[src/rtl/ex_muldiv_unit.sv]
// ex_muldiv_unit: iterative RV32M multiply/divide for the EX stage (shift-add multiply, restoring divide).
// Optional MULDIV_EARLY_OUT_EN: resolve divide-by-zero, signed overflow and zero multiplies at the start edge.
module ex_muldiv_unit #(
    parameter int DATA_WIDTH = 32
) (
    input  logic                  clk,
    input  logic                  i_rst,
    input  logic                  i_start,
    input  logic [2:0]            i_func3,
    input  logic [DATA_WIDTH-1:0] i_rs1_data,
    input  logic [DATA_WIDTH-1:0] i_rs2_data,
    input  logic                  i_flush,
    output logic                  o_busy,
    output logic                  o_done,
    output logic [DATA_WIDTH-1:0] o_result
);
    localparam int W = DATA_WIDTH;
    typedef enum logic [1:0] {IDLE, CALC, FIX, DONE} state_t;
    state_t state, state_nx;
    logic [4:0] cnt;
    logic [W-1:0] hi, lo, d, abs_a, abs_b, q, r, fix_res, early_res;
    logic [2:0] f3;
    logic sa, sb, in_sa_en, in_sb_en, in_sa, in_sb, ok, early, go;
    logic [W:0] m_sum, sh, diff;
    logic [2*W-1:0] prod, prod_s;
    assign in_sb_en = (i_func3 == 3'b001) | (i_func3[2] & ~i_func3[0]);
    assign in_sa_en = in_sb_en | (i_func3 == 3'b010);
    assign in_sa = in_sa_en & i_rs1_data[W-1];
    assign in_sb = in_sb_en & i_rs2_data[W-1];
    assign abs_a = in_sa ? -i_rs1_data : i_rs1_data;
    assign abs_b = in_sb ? -i_rs2_data : i_rs2_data;
    assign go = (state == IDLE) & i_start & ~i_flush;
    // {hi,lo} holds product/multiplier for multiply and remainder/quotient for divide
    assign m_sum = {1'b0, hi} + (lo[0] ? {1'b0, d} : '0);
    assign sh = {hi, lo[W-1]};
    assign diff = sh - {1'b0, d};
    assign ok = ~diff[W];
    assign prod = {hi, lo};
    assign prod_s = (sa ^ sb) ? -prod : prod;
    assign q = (sa ^ sb) ? -lo : lo;
    assign r = sa ? -hi : hi;
    assign fix_res = !f3[2] ? (f3[1:0] == 2'b00 ? prod_s[W-1:0] : prod_s[2*W-1:W])
                   : f3[1] ? r : (d == '0 ? '1 : q);
`ifdef MULDIV_EARLY_OUT_EN
    logic div0, ovf;
    assign div0 = i_rs2_data == '0;
    assign ovf = i_func3[2] & ~i_func3[0] & (i_rs1_data == {1'b1, {(W-1){1'b0}}}) & (&i_rs2_data);
    assign early = i_func3[2] ? (div0 | ovf) : (i_rs1_data == '0 || i_rs2_data == '0);
    assign early_res = !i_func3[2] ? '0 : div0 ? (i_func3[1] ? i_rs1_data : '1)
                     : (i_func3[1] ? '0 : {1'b1, {(W-1){1'b0}}});
`else
    assign early = 1'b0;
    assign early_res = '0;
`endif
    assign o_busy = ~i_rst & (((state == IDLE) & i_start) | (state == CALC) | (state == FIX));
    assign o_done = state == DONE;
    // state register
    always_ff @(posedge clk or posedge i_rst) begin
        if (i_rst) state <= IDLE;
        else state <= state_nx;
    end
    // next state; flush returns to IDLE from anywhere
    always_comb begin
        state_nx = state;
        if (i_flush) state_nx = IDLE;
        else begin
            unique case (state)
                IDLE: state_nx = i_start ? (early ? DONE : CALC) : IDLE;
                CALC: state_nx = (&cnt) ? FIX : CALC;
                FIX:  state_nx = DONE;
                DONE: state_nx = IDLE;
            endcase
        end
    end
    // operand latch, one iteration per CALC cycle, result load in FIX
    always_ff @(posedge clk or posedge i_rst) begin
        if (i_rst) begin
            {hi, lo, d, f3, sa, sb, cnt} <= '0;
            o_result <= '0;
        end else if (go) begin
            f3 <= i_func3;
            sa <= in_sa;
            sb <= in_sb;
            cnt <= '0;
            hi <= '0;
            d <= i_func3[2] ? abs_b : abs_a;
            lo <= i_func3[2] ? abs_a : abs_b;
            if (early) o_result <= early_res;
        end else if (state == CALC && !i_flush) begin
            cnt <= cnt + 5'd1;
            hi <= f3[2] ? (ok ? diff[W-1:0] : sh[W-1:0]) : m_sum[W:1];
            lo <= f3[2] ? {lo[W-2:0], ok} : {m_sum[0], lo[W-1:1]};
        end else if (state == FIX && !i_flush) begin
            o_result <= fix_res;
        end
    end
endmodule

[config.mk]
export PLATFORM = sky130hd
export DESIGN_NAME = ex_muldiv_unit
export DESIGN_NICKNAME = d
export VERILOG_FILES = /design/src/rtl/ex_muldiv_unit.sv
export SDC_FILE = /design/constraint.sdc
export NUM_CORES = 1
export LEC_CHECK = 0
export ABC_AREA = 1
export BUFFER_PORTS_ARGS = -buffer_cell sky130_fd_sc_hd__buf_2
export CAP_MARGIN = 15
export CORE_MARGIN = 4
export CORE_UTILIZATION = 30
export DETAILED_ROUTE_END_ITERATION = 12
export HOLD_SLACK_MARGIN = 0.02
export PLACE_DENSITY_LB_ADDON = 0.1
export SYNTH_ARGS = -nofsm -noshare
export SYNTH_HDL_FRONTEND = slang
export SYNTH_SLANG_ARGS = --single-unit
export TNS_END_PERCENT = 20
[constraint.sdc]
create_clock -name clk -period 8.5 [get_ports clk]
set_input_delay 1.275 -clock clk [delete_from_list [all_inputs] [get_ports clk]]
set_output_delay 1.275 -clock clk [all_outputs]
set_load 0.01 [all_outputs]
* Word-level counts from Yosys, hierarchy flattened
Cells that the tools add are included.
** Word-level totals
- Flip-flop bits (word level) :: 140
- Output and inout port bits :: 34
** Operators by class
- Muxes and demuxes :: 25
- Bitwise logic cells :: 17
- Reductions and logical operators :: 9
- Add/subtract/negate cells :: 8
- Equality and inequality tests :: 5
** Operators with widths (count)
- 32-bit two-way mux :: 18
- 32-bit negation :: 4
- 64-bit two-way mux :: 1
- 64-bit negation :: 1
- 32-bit by 32-bit adder with 33-bit output :: 1
- 33-bit by 32-bit subtractor with 33-bit output :: 1
- 32-bit zero test :: 1
- 5-bit two-way mux :: 2
- 2-bit case mux with 4 select lines :: 1
- 1-bit AND :: 6
- 1-bit inverter :: 6
- 5-bit by 1-bit adder with 5-bit output (second input constant) :: 1
- 5-bit AND reduction :: 1
- 2-bit equality test (second input constant) :: 2
- 2-bit zero test :: 2
- 2-bit two-way mux :: 2
- 1-bit OR :: 4
- 3-bit by 1-bit equality test with 1-bit output (second input constant) :: 1
- 3-bit by 2-bit equality test with 1-bit output (second input constant) :: 1
- 3-bit AND reduction :: 1
- 2-bit by 1-bit equality test with 1-bit output (second input constant) :: 1
- 1-bit logical AND :: 2
- 2-bit nonzero test :: 1
- 1-bit zero test :: 1
- 2 further kinds :: 2

* Depth between registers and ports, before layout
Gate-level depths: netlist of run 1.
- Depth after elaboration :: 8
- Mapped depth :: 21

* Least setup slack after synthesis of run 1
No wires, ideal clock.
- Path kind :: in2out
- From :: input i_start
- To :: output o_busy
- Path buffers :: 0
- Required time :: 7.225 ns
- Slack :: 5.666 ns
- Cell stages on the path :: 2
- Arrival time :: 1.559 ns
- Cells stage by stage :: o21ai_0 nor2_1
** On the way
- Word-level cells in the longest chain between the ends :: 4
** RTL lines
- from (decl) :: line 8 : input logic i_start,
- 1-bit AND :: line 55 : assign o_busy = ~i_rst & (((state == IDLE) & i_start) | (state == CALC) | (state == FIX));
- 1-bit OR (2 in a row) :: line 55
- 1-bit AND :: line 55
- to (decl) :: line 13 : output logic o_busy,
Every way passes these cells.

* Worst setup path in the final report of run 1
- From :: input i_flush
- To :: register lo[21]
** On the way
- Word-level cells in the longest chain between the ends :: 3
- Elaborated cells on any way between the ends :: 6
** RTL lines
- from (decl) :: line 12 : input logic i_flush,
- 1-bit inverter / 1-bit zero test (equally long branches) :: line 32, 89
- 1-bit AND / 1-bit logical AND (equally long branches) :: line 32, 89
- 32-bit two-way mux / 2-bit nonzero test (equally long branches)
- to (signal assigned) :: line 87 : lo <= i_func3[2] ? abs_a : abs_b;
- to (signal assigned) :: line 92 : lo <= f3[2] ? {lo[W-2:0], ok} : {m_sum[0], lo[W-1:1]};
- to (decl) :: line 21 : logic [W-1:0] hi, lo, d, abs_a, abs_b, q, r, fix_res, early_res;
Several ways; a longest one is shown, not always the timed one.
A chain may end at the register's enable or synchronous reset.

==> run summary, run 1 <==
Status -> complete, no violations
Share of cells above drive strength 1 -> 0.0651
Commonest non-fill, non-tap cells in the layout -> 1113 x nand2_1, 445 x inv_1, 325 x nor2_1
Async SR Flop Fraction -> 1.00
Setup_tns -> 0 ps
FP Rows -> 87
Post-Synth Simple-Gate Area -> 0.447
Input/output buffers -> 104
DRT Pass-1 Iters -> 6
Via density per instance -> 5.24
Yosys cell types -> 49
Required @ worst endpoint -> 8910 ps
Synth Area in Adders -> 0.0528
Critical Path Source -> i_flush
Die W -> 249 µm
Hold Path Class -> flip-flop to flip-flop
Nets -> 3296
Post-CTS Setup Inserts -> 0
Global-route wire length before repair -> 123 mm
Post-synth EDFFs -> 0
Final ANT Viol Nets -> 0
Number of max-cap violations -> 0
R2R cell count -> 18
Slew HR -> 0.333
Starting Density -> 0.306
Die area -> 61800 µm²
Final WL -> 82.9 mm
Mux contribution to synthesized area -> 0
Sequential fraction of the synthesis area -> 0.202
Depth of the CTS H-tree -> 4
DP HPWL -> 66.6 mm
Pleak -> 10.3 nW
CTS max path bufs -> 2
CORE AREA -> 56800 µm²
Largest net degree at the start of global routing -> 79
CTS tree -> done
Area grow syn2layout -> 10.2%
Crit start category -> primary input
Wire per inst -> 21.1 µm
Antenna violations before repair -> 1
CTS Sinks -> 140
Main combinational cell family by area after synthesis -> simple AND/OR/NAND/NOR gates
WS Path Type -> primary input to flip-flop
FF-to-FF setup slack -> 4880 ps
# fillers -> 6455
Mapped Cells -> 3111
Setup-failing EPs final -> 0
DR iter-0 viols -> 1944
CTS Buf Count -> 17
Vias in the first global route -> 19400
Worst skew pair latency -> 470 ps
Worst-margin pin slew -> 1000 ps
Resized cells post-CTS -> 0
#FFs+latches synth -> 140
Root buf cell -> clkbuf_16
Reg-to-Reg Start -> lo[31]
Yosys synthesis warning count -> 0
Clk slew on worst S/H paths -> 70 ps
Via Count -> 20500
Compound-Gate Fraction of Synth Area -> 0.131
Tcrit/Tclk final -> 0.447
Ant diodes -> 0
GP Congestion -> 0.962
Crit. End Element -> flip-flop
Final Hold Vio Count -> 0
Min Clock Period, post-route -> 3800 ps
Worst clock skew -> 18.5 ps
Residual DRC -> 0
WP data arrival -> 4210 ps
Worst vdd ir -> 0.215 mV
PD cells -> 328 nW/µm²
Fraction of synthesized cell area in xor and xnor cells -> 0.0438
Slew Limit Fails -> 0
Achievable Freq -> 263 MHz
Core Util, Final -> 0.337
Commonest non-fill, non-tap cell in the layout -> nand2_1
Global route total overflow -> 0
Post-synthesis area per instance -> 5.58 µm²
# IOs -> 105
Mapped Area -> 17400 µm²
Crit path capture -> lo[21]
Peak fanout along the critical path -> 49
Syn nets -> 3254
RSZ-0062 raised after global routing -> false
Synth Flop Type -> dfrtp_1
Total track usage -> 0.260
FF-to-FF End -> hi[25]
Post-CTS Hold Fix Bufs -> 0
Die height -> 249 µm
==> synthesized netlist by cell type (all sizes together), types with 6 or more instances <==
cell type	n	area, µm²
ha	70	876
buf	47	255
a21oi	137	689
nor2	338	1310
dfrtp	140	3500
a21boi	6	45.0
inv	450	1690
clkbuf	52	195
o221ai	8	70.1
a221oi	31	272
or2	13	81.3
xnor2	20	175
a22oi	7	52.6
o211ai	32	240
xor2	66	586
nand4	42	269
nand2	1125	4250
o21bai	14	105
o21ai	144	721
nand3	296	1490
nand3b	18	135
nor3	32	170
==> stage by stage <==
stage	hold slack, ps	std cells	total power, W	area [µm²]	setup slack, ps
finish	476	3922	0.00627	19100	4700
global route	491	3922	0.00677	19100	4410
global placement	463	3890	0.00541	18600	4330
detailed placement	465	3890	0.00541	18600	4260
CTS	482	3922	0.00622	19100	4750
floorplan	454	3111	0.00394	17400	3470
==> area by class of cell <==
cell class	instances	area [µm²]	area share
multi-input cells	2419	11700	0.614
flip-flops and latches	140	3500	0.183
inverters	453	1710	0.0891
well taps	756	946	0.0494
repair buffers	122	656	0.0343
clock buffers	19	453	0.0237
clock inverters	13	129	0.00673
==> worst min-delay path by stage <==
stage,endpoint,cells after the start,start
2_1_floorplan,f3[0],2,f3[0]
3_3_place_gp,o_result[28],2,o_result[28]
3_5_place_dp,o_result[28],2,o_result[28]
4_1_cts,o_result[28],2,o_result[28]
5_1_grt,o_result[28],2,o_result[28]
6_report,o_result[6],2,o_result[6]
==> critical path: stages <==
cell,delay (ps)
buf_2,130
inv_1,90
nand3_2,350
inv_2,660
nand2_1,420
inv_1,310
buf_4,500
nand3_1,150
nand3_1,110
o21ai_0,80
inv_1,70
==> where the power goes <==
group | switching, W | total [W] | internal (W)
Combinational | 0.00295 | 0.00418 | 0.00124
Sequential | 0.000463 | 0.00130 | 0.000834
Clock | 0.000366 | 0.000790 | 0.000424
==> logic make-up after synthesis <==
family                     after synthesis
AOI/OAI and AO/OA                      389
xor gates and xnor gates                86
adders and majority gates               72
buffers and inverters                  552
DFF                                    140
and+or+nand+nor                       1872
==> sequential cells by signal, summed over array words and instances, names as in the netlist, 2 cells and up <==
| signal | cells |
|---|---|
| d | 32 |
| hi | 32 |
| lo | 32 |
| o_result | 32 |
| cnt | 5 |
| f3 | 3 |
| state | 2 |
==> metal layers <==
metal,part of all wire,wire length [µm],GRT usage,vias up
met5,0,0,0,-
met4,0.042,3460,0.0989,0
met3,0.067,5560,0.0487,128
met2,0.44,36600,0.410,785
met1,0.45,37300,0.354,9641
li1,-,-,-,9986
No activity file was read; power rests on OpenSTA's default activity.
==> run 2: changes to the inputs <==
- ABC_AREA: 1 -> 0
- clock period: 8.5 -> 3.4 ns (I/O delays scaled with it)
==> run summary, run 2 <==
Status -> finished with violations
Failing checks -> negative setup slack
Commonest non-fill, non-tap cell in the layout -> nand2_1
Critical Path Source -> lo[22]
CP delay by family, top -> simple AND/OR/NAND/NOR gates
Mapped Cells -> 1875
Achievable Freq -> 291 MHz
Peak per-stage delay on the critical path -> 560 ps
Most frequent cell after synthesis -> nand2_1
Slowest CP cell -> or4_4
Worst-margin pin slew -> 786 ps
WP buf/inv -> 0
Synth Flop Type -> dfrtp_1
Crit. End Element -> flip-flop
Largest net degree at the start of global routing -> 83
Die area -> 50500 µm²
Die W -> 225 µm
Compound-Gate Fraction of Synth Area -> 0.272
# fillers -> 4871
Depth of the CTS H-tree -> 4
Multi-input gate area -> 10200 µm²
Async SR Flop Fraction -> 1.00
Pleak -> 7.97 nW
Root buf cell -> clkbuf_16
Final Hold Vio Count -> 0
Final WL -> 58.3 mm
Setup-failing EPs final -> 2
Mapped Area -> 14100 µm²
Required @ worst endpoint -> 3790 ps
#FFs+latches synth -> 140
Nets -> 2238
Via density per instance -> 5.41
FP Rows -> 79
Crit path top cell by count -> or4_4
WP data arrival -> 3830 ps
Main area contributors after synthesis -> dfrtp_1 25%, xnor2_1 6.5%, xor2_1 6.4%
Synth cell count leaders -> 227 x nand2_1, 196 x nor2_1, 168 x a21oi_1
Hold Path Class -> primary input to asynchronous set/reset pin
Peak fanout along the critical path -> 5
Commonest non-fill, non-tap cells in the layout -> 226 x nand2_1, 207 x buf_4, 190 x nor2_1
CTS Sinks -> 140
Post-synth EDFFs -> 0
Post-route cell area -> 17600 µm²
CTS max path bufs -> 2
GP Congestion -> 0.894
PD cells -> 728 nW/µm²
Wire per inst -> 21.5 µm
Worst path cell trace -> or4_4 -> or4_4 -> or4_4 -> or4_4 -> nor2_4 -> a21oi_1 -> xnor2_1 -> a222oi_1 -> nand2_1 -> nand2_1
Final ANT Viol Nets -> 0
Yosys top cell area share -> 0.249
Crit start category -> flip-flop
Worst vdd ir -> 0.415 mV
Die height -> 225 µm
Tcrit/Tclk final -> 1.01
Slew HR -> 0.475
Area grow syn2layout -> 25.0%
DP HPWL -> 46.2 mm
RSZ-0062 raised after global routing -> true
Input/output buffers -> 104
DP Cell Count -> 2671
Post-CTS Hold Fix Bufs -> 0
Vias in the first global route -> 14400
DR iter-0 viols -> 1068
# IOs -> 105
Via Count -> 14700
Post-synthesis area per instance -> 7.51 µm²
Global-route wire length before repair -> 88.8 mm
Tot Pwr -> 0.0128 W
Sequential fraction of the synthesis area -> 0.249
Post-Synth Simple-Gate Area -> 0.199
CORE AREA -> 46500 µm²
Total track usage -> 0.228
CTS tree -> done
Fraction of synthesized cell area in xor and xnor cells -> 0.129
Synth area leader -> dfrtp_1
Reg-to-Reg Start -> lo[22]
Worst clock skew -> 13.9 ps
Seq. cell area -> 3510 µm²
Min Clock Period, post-route -> 3440 ps
Yosys cell types -> 66
Mux contribution to synthesized area -> 0.0385
Residual DRC -> 0
Number of max-cap violations -> 0
Non-filler instance count after layout -> 2715
DRT Pass-1 Iters -> 5
CTS Buf Count -> 17
WS Path Type -> flip-flop to flip-flop
Setup_tns -> -46.6 ps
Placed cell area -> 16600 µm²
Starting Density -> 0.303
Synth Area in Adders -> 0.0650
Syn nets -> 2018
Main combinational cell family by area after synthesis -> compound AO/OA/AOI/OAI gates
Worst skew pair latency -> 460 ps
Global route total overflow -> 0
Share of cells above drive strength 1 -> 0.205
Final worst-path setup slack -> -39.6 ps
Clk slew on worst S/H paths -> 60 ps
Antenna violations before repair -> 0
Yosys synthesis warning count -> 0
Slew Limit Fails -> 0
run 2: cell types whose count changed after synthesis, sizes merged, moves of 35 or more:
cell and change:
a21o +37, nor2 -141, xnor2 +84, o31ai +35, clkbuf +65, nand2 -898
mux2i +53, inv -396, nand3 -280, buf -37, xor2 +37
run 2: area by class of cell:
cell class              count  area share
flip-flops and latches    140       0.199
well taps                 607      0.0431
multi-input cells        1553       0.579
diodes                      1    0.000142
clock inverters            11     0.00824
clock buffers              20      0.0259
inverters                  55      0.0122
repair buffers            328       0.132
run 2: kinds of logic (layout without fill, tap and decap cells):
kind of cell	count (synthesis)	after routing
other	0	1
AOI/OAI and AO/OA	604	604
xor gates and xnor gates	207	207
adders and majority gates	72	72
and+or+nand+nor	616	616
DFF	140	140
muxes	54	54
buffers and inverters	182	414
run 2: final timing paths:
path                                endpoint  cells after the start  slack, ps
worst min register to register  o_result[23]                      2        470
worst max-delay path             o_result[5]                     10        -40
worst min-delay path                state[1]                      2        200
max in group asynchronous              d[15]                      3       2330
worst max register to register   o_result[5]                     10        -40
min in group clk                    state[0]                      2        320
run 2: where the power goes:
group | internal [W] | switching [W]
registers | 0.00203 | 0.000417
logic | 0.00357 | 0.00483
clock network | 0.00118 | 0.000798
total | 0.00678 | 0.00604
run 2: per-stage QoR:
step	hold WS [ps]	worst slack (ps)	utilization
CTS	199	-47.9	0.374
global placement	449	-266	0.357
finish	199	-39.6	0.379
detailed placement	465	-317	0.357
global route	219	-137	0.379
floorplan	472	-196	-
run 2: what timing repair did:
item / in CTS / in global routing
endpoints found under the setup margin: 37 / 48
pin swaps: 14 / 25
gates cloned: 1 / 0
resized for setup: 33 / 58
buffers inserted: 4 / 7
run 2: routing by layer:
layer,track usage,vias to the layer above,wire [µm]
li1,-,7190,-
met1,0.333,7102,28300
met2,0.364,346,26500
met3,0.0264,44,2620
met4,0.0496,0,923
met5,0,-,0
